$ cat src/rtl/remap_pkg.sv
// Shared encodings and table entry types for the programmable piecewise-linear remapper.
package remap_pkg;

  localparam int SLOPE_SHIFT_W = 3;

  typedef enum logic [1:0] {
    SLOPE_ZERO    = 2'd0,
    SLOPE_ADD_SHL = 2'd1,
    SLOPE_SUB_SHR = 2'd2,
    SLOPE_ADD_SHR = 2'd3
  } slope_mode_e;

  typedef enum logic [1:0] {
    CFG_NODE   = 2'd0,
    CFG_INTCPT = 2'd1,
    CFG_SLOPE  = 2'd2,
    CFG_RSVD   = 2'd3
  } cfg_sel_e;

  typedef struct packed {
    slope_mode_e                mode;
    logic [SLOPE_SHIFT_W-1:0]   shift;
  } slope_t;

endpackage

$ cat src/rtl/remap_piece_find.sv
// Piece search: parallel range compares against the node table, lowest matching index wins.
module remap_piece_find #(
  parameter int IN_W      = 16,
  parameter int PIECE_NUM = 42,
  parameter int IDX_W     = $clog2(PIECE_NUM+1)
) (
  input  logic [IN_W-1:0]                m_i,
  input  logic [PIECE_NUM:0][IN_W-1:0]   node_i,
  output logic                           hit_o,
  output logic [IDX_W-1:0]               idx_o
);

  logic [PIECE_NUM-1:0] match;

  for (genvar i = 0; i < PIECE_NUM; i++) begin : g_cmp
    assign match[i] = (node_i[i] < m_i) && (m_i <= node_i[i+1]);
  end

  // Walk downward so the lowest match is the final assignment.
  always_comb begin
    hit_o = |match;
    idx_o = '0;
    for (int i = PIECE_NUM-1; i >= 0; i--) begin
      if (match[i]) idx_o = IDX_W'(i);
    end
  end

endmodule

$ cat src/rtl/remap_pipe.sv
// Three-stage remapper: S1 capture, S2 piece search, S3 slope/intercept arithmetic.
// Tables are only writable while the pipeline is empty, so samples never see a partial update.
module remap_pipe
  import remap_pkg::*;
#(
  parameter int IN_W      = 16,
  parameter int PIECE_NUM = 42,
  parameter int SHIFT_W   = SLOPE_SHIFT_W,
  parameter int IDX_W     = $clog2(PIECE_NUM+1)
) (
  input  logic              clk,
  input  logic              rst_n,
  input  logic              in_valid,
  output logic              in_ready,
  input  logic [IN_W-1:0]   in_data,
  output logic              out_valid,
  input  logic              out_ready,
  output logic [IN_W-2:0]   out_data,
  output logic              out_hit,
  input  logic              cfg_we,
  output logic              cfg_ready,
  input  logic [1:0]        cfg_sel,
  input  logic [IDX_W-1:0]  cfg_addr,
  input  logic [IN_W-1:0]   cfg_wdata
);

  logic [PIECE_NUM:0][IN_W-1:0]   node_q;
  logic [PIECE_NUM-1:0][IN_W-1:0] intcpt_q;
  slope_t [PIECE_NUM-1:0]         slope_q;

  logic [3:1]       vld_q;
  logic [IN_W-1:0]  m1_q, m2_q;
  logic [IDX_W-1:0] idx2_q, idx_d;
  logic             hit2_q, hit_d;
  logic [IN_W-2:0]  data3_q, data_d;
  logic             hit3_q;

  logic stall, accept, cfg_wr;

  assign stall     = vld_q[3] & ~out_ready;
  assign in_ready  = ~stall & ~cfg_we;
  assign accept    = in_valid & in_ready;
  assign cfg_ready = ~|vld_q;
  assign cfg_wr    = cfg_we & cfg_ready;

  assign out_valid = vld_q[3];
  assign out_data  = data3_q;
  assign out_hit   = hit3_q;

  always_ff @(posedge clk or negedge rst_n) begin
    if (!rst_n) begin
      node_q   <= '0;
      intcpt_q <= '0;
      slope_q  <= '0;
    end else if (cfg_wr) begin
      case (cfg_sel_e'(cfg_sel))
        CFG_NODE:   if (cfg_addr <= IDX_W'(PIECE_NUM)) node_q[cfg_addr]  <= cfg_wdata;
        CFG_INTCPT: if (cfg_addr <  IDX_W'(PIECE_NUM)) intcpt_q[cfg_addr] <= cfg_wdata;
        CFG_SLOPE:  if (cfg_addr <  IDX_W'(PIECE_NUM))
                      slope_q[cfg_addr] <= slope_t'(cfg_wdata[SHIFT_W+1:0]);
        default: ;
      endcase
    end
  end

  remap_piece_find #(.IN_W(IN_W), .PIECE_NUM(PIECE_NUM), .IDX_W(IDX_W)) u_find (
    .m_i    (m1_q),
    .node_i (node_q),
    .hit_o  (hit_d),
    .idx_o  (idx_d)
  );

  // S3 arithmetic, all modulo 2^IN_W; a miss forces slope and intercept to zero.
  logic [IN_W-1:0] slope_term, intcpt, r;
  slope_t          se;

  always_comb begin
    se         = slope_q[idx2_q];
    intcpt     = intcpt_q[idx2_q];
    slope_term = '0;
    case (se.mode)
      SLOPE_ZERO:    slope_term = '0;
      SLOPE_ADD_SHL: slope_term = m2_q << se.shift;
      SLOPE_SUB_SHR: slope_term = -(m2_q >> se.shift);
      SLOPE_ADD_SHR: slope_term = m2_q >> se.shift;
      default:       slope_term = '0;
    endcase
    if (!hit2_q) begin
      slope_term = '0;
      intcpt     = '0;
    end
    r      = m2_q + slope_term + intcpt;
    data_d = r[IN_W-1:1];
  end

  always_ff @(posedge clk or negedge rst_n) begin
    if (!rst_n) begin
      vld_q   <= '0;
      m1_q    <= '0;
      m2_q    <= '0;
      idx2_q  <= '0;
      hit2_q  <= 1'b0;
      data3_q <= '0;
      hit3_q  <= 1'b0;
    end else if (!stall) begin
      vld_q <= {vld_q[2:1], accept};
      if (accept) m1_q <= in_data;
      if (vld_q[1]) begin
        m2_q   <= m1_q;
        idx2_q <= idx_d;
        hit2_q <= hit_d;
      end
      if (vld_q[2]) begin
        data3_q <= data_d;
        hit3_q  <= hit2_q;
      end
    end
  end

endmodule

$ cat config.mk
export PLATFORM = sky130hd
export DESIGN_NAME = remap_pipe
export DESIGN_NICKNAME = d
export VERILOG_FILES = /design/src/rtl/remap_pkg.sv /design/src/rtl/remap_piece_find.sv /design/src/rtl/remap_pipe.sv
export SDC_FILE = /design/constraint.sdc
export NUM_CORES = 2
export LEC_CHECK = 0
export ABC_AREA = 1
export BUFFER_PORTS_ARGS = -buffer_cell sky130_fd_sc_hd__clkbuf_2
export CORE_ASPECT_RATIO = 0.9
export CORE_UTILIZATION = 40
export CTS_CLUSTER_DIAMETER = 120
export DETAILED_ROUTE_END_ITERATION = 8
export PLACE_DENSITY_LB_ADDON = 0.3
export REMOVE_ABC_BUFFERS = 1
export SLEW_MARGIN = 10
export SYNTH_ARGS = -nofsm -noshare
export SYNTH_HDL_FRONTEND = slang
export SYNTH_SLANG_ARGS = --single-unit
$ cat constraint.sdc
create_clock -name clk -period 10.9 [get_ports clk]
set_clock_uncertainty 0.2 [all_clocks]
set_input_delay 2.18 -clock clk [delete_from_list [all_inputs] [get_ports clk]]
set_output_delay 2.18 -clock clk [all_outputs]
set_load 0.005 [all_outputs]
==> impl_results.md <==
* Status: finished, final reports clean
* Setup crit end kind: flop
* Worst-Margin Slew at ~1.3 ns
* Via/cell ratio at 5.59
* Maximum clock rate at 0.121 GHz
* Setup violators final at 0
* Die Span X at just under 500 µm
* Total routed wirelength at about 290000 µm
* Starting Density at approximately 40%
* CTS root buf: clkbuf_16
* Overflow after GRT at 0
* Reg2reg start: idx2_q[0]$_DFFE_PN0P_
* Core ar. at between 0.2 and 0.25 mm²
* Top cell type's share of synthesized area at a little under half
* Worst path top cell family by delay: simple AND/OR/NAND/NOR gates
* Area grow syn2layout at 9.68%
* Combinational Power Share at between 40% and 50%
* Clk buf depth at 3
* Final #Nets at 10.8k
* Clock power frac at 29.0%
* Area contributors post-synth: dfrtp_1 (47%), o21ai_0 (12%), nand2_1 (11%)
* Leak at roughly 42 nW
* Most used flip-flop cell after synthesis: dfrtp_1
* Vias in the first global route at 70.1k
* Final HPWL DP at roughly 170000 µm
* Reg clk slew, reported paths at roughly 0.06 ns
* Place WS at between 2 and 3 ns
* Hold buffers post-CTS at 0
* Synth Warn # at 0
* CP bufs+invs at 6
* Drt initial violations at a little under 8k
* Hold path endpoint: intcpt_q[553]$_DFFE_PN0P_
* H-tree levels at 4
* Placer Congestion at about 0.90
* P_int at approximately 12 mW
* GRT Overall Usage at between 20% and 30%
* Footprint of the multi-input gates at 0.0392 mm²
* Rows at 160
* Synth Area in XOR/XNOR at 0.143%
* Post-DP Area at 0.0881 mm²
* Max cap viols at 0
* Reg-to-reg slack, setup at 2.65 ns
* TritonRoute pass-1 iters at 6
* Critical path class: reg2reg
* Seq/Total Area, Yosys at 47.5%
* Clk_lat worst skew at 0.82 ns
* Peak VDD IR at around 0.00027 V
* Final hold slack at about 0.28 ns
* Seq pwr share at a little under a third
* TritonCTS Sinks at 1628
* Commonest non-fill, non-tap cell in the layout: nand2_1
* Register area at between 0.04 and 0.05 mm²
* Post-CTS Setup Inserts at 0
* Max Slew Vio Count at 0
* Total number of vias at 72.9k
* Slowest CP cell: dfrtp_4
* Worst setup margin at approximately 2.7 ns
* Mux cell area share after synthesis at less than 1%
* Pin count of the biggest net entering global routing at roughly 190
* Final period utilization at between 70% and 80%
* Share of layout cells above drive strength 1 at 5.54%
* CTS tree: done
* Hold WC Path Type: reg2reg
* Post-synth ARST share at 100%
* Initial antenna violation count at 10
* Max stage delay on crit path at 0.73 ns
* Switch share at a little over two fifths
* Post-synthesis cell type with the largest combined area: dfrtp_1
* Number of fill cells at around 21k
* Sw power at slightly below 9 mW
* IO buf count at 63
* Simple-gate portion of the synthesized area at between 10% and 20%
* Post-route minimum period at approximately 8.2 ns
* First-pass GRT wire length at between 400000 and 500000 µm
* Worst hold path cell count at 2
* Critical path arrival at about 8.8 ns
* Routed len/inst at approximately 22 µm
* Power Dens Cells at roughly 230 mW/mm²
* Antenna viol nets, final at 0
* Slew Limit Headroom at between 10% and 20%
* Adder-cell area share of the yosys netlist at a little over a tenth
* RR Endpoint: out_data[14]$_DFFE_PN0P_
* Worst EP required at 11.43 ns
* Mapped cell area at roughly 0.086 mm²
* CTS Buf Count at approximately 180
* # resized after CTS at 0
* HP Start: intcpt_q[553]$_DFFE_PN0P_
* RSZ-0062 raised after global routing: false
* Synth Area in Compound Gates at between 10% and 20%
* Largest family of logic cells by synthesized area: compound AO/OA/AOI/OAI gates
* Top Ports at 64
* Critical Path Source Type: flop
* Cell variety after synth at 65
* Most used cell, CP: nand2_1
* Die Footprint at roughly 0.22 mm²
* Avg Cell Area, Syn at around 8.3 µm²
* R2R cell count at 43
* Cell count after synthesis at ~10k
* EDFF count, synth at 0
* Post-route DRC at 0
* Design area at ~0.094 mm²
* Fin. Hold Viols at 0
* Die H at roughly 440 µm
* Commonest non-fill, non-tap cells in the layout: nand2_1 (2441), o21ai_0 (2128), dfrtp_1 (1609)
* #FFs+latches synth at ~1.6k
* Max Fanout on Critical Path at 135
## state kept, by name (all words and copies together), names as in the netlist
register	cells
idx2_q	6
slope_q	210
intcpt_q	672
m1_q	16
node_q	688
m2_q	16
out_data	15
out_hit	1
hit2_q	1
vld_q	3
## worst max path at each step
stage | slack, ns | cells after the start | from | end
2_1_floorplan | -8.46 | 41 | idx2_q[0]$_DFFE_PN0P_ | out_data[14]$_DFFE_PN0P_
3_3_place_gp | 2.71 | 43 | idx2_q[0]$_DFFE_PN0P_ | out_data[14]$_DFFE_PN0P_
3_5_place_dp | 2.75 | 43 | idx2_q[0]$_DFFE_PN0P_ | out_data[14]$_DFFE_PN0P_
4_1_cts | 2.76 | 43 | idx2_q[0]$_DFFE_PN0P_ | out_data[14]$_DFFE_PN0P_
5_1_grt | 1.91 | 43 | idx2_q[0]$_DFFE_PN0P_ | out_data[14]$_DFFE_PN0P_
6_report | 2.65 | 43 | idx2_q[0]$_DFFE_PN0P_ | out_data[14]$_DFFE_PN0P_
## power by group through the flow
stage	clock (mW)	sequential [mW]	combinational (mW)
2_1_floorplan	0	6.78	5.41
3_3_place_gp	0	6.72	8.31
3_5_place_dp	0	6.72	8.43
4_1_cts	6.29	6.61	8.47
5_1_grt	6.54	6.64	9.49
6_report	6.20	6.62	8.58
## Yosys cell counts (all sizes together), types with 2 or more instances
cell type and instances:
a21o 6, mux2i 6, nor3b 3, o211ai 34, clkinv 7, o221ai 158, nand3b 3, a32o 2
a31oi 21, nand2 2456, o21ai 2141, o311ai 6, o2111ai 4, nor3 45, a211o 3, o221a 2
o41ai 2, nor4 13, dfrtp 1628, o31ai 8, a32oi 4, ha 703, xor2 7, a221oi 12
inv 865, buf 91, nor2 645, a21boi 2, a211oi 23, nand3 295, fa 15, a22oi 8
or2 10, o22ai 50, a21oi 370, clkbuf 553, nand4 75, a2111oi 5, o21bai 18, xnor2 7
o21a 19
## tightest hold or removal path: cells and delay by family, from the launching register on
| family | cells | cell delay, ns |
|---|---|---|
| AO/OA/AOI/OAI | 1 | 0.06 |
| AND/OR/NAND/NOR | 1 | 0.05 |
| flip-flops | 1 | 0.34 |
## metrics by stage
stage          instances  util [%]  power [mW]  setup TNS (ns)
2_1_floorplan       9688         -        12.2         -111.63
3_3_place_gp       12700      41.5        15.0               0
3_5_place_dp       12700      41.5        15.2               0
4_1_cts            13000      44.4        21.4               0
5_1_grt            13000      44.4        22.7               0
6_report           13000      44.4        21.4               0
## kinds of logic (layout without fill, tap and decap cells)
kind of cell | after synthesis | in the layout
compound gates | 2901 | 2901
xor+xnor | 14 | 14
fa+ha+maj | 718 | 718
buf+inv | 1516 | 1375
flops | 1628 | 1628
mux | 6 | 6
other cells | 0 | 3
simple gates | 3549 | 3549
## layout make-up
type	instances	share of cell area [%]
clock buffer	261	5.50
timing repair buffer	175	1.35
inverter	872	3.55
clock inverter	67	0.877
sequential	1628	43.3
antenna	3	0.00797
tap	2835	3.77
multi-input combinational	7188	41.6
## metal layers
metal	vias to the layer above	wire, µm	GRT usage (%)
met1	35700	128000	37.1
li1	34000	-	-
met3	489	21600	4.15
met2	2650	125000	40.8
met5	-	54	0
met4	8	10900	9.70
Note: power is estimated with default switching activity, not from simulation.
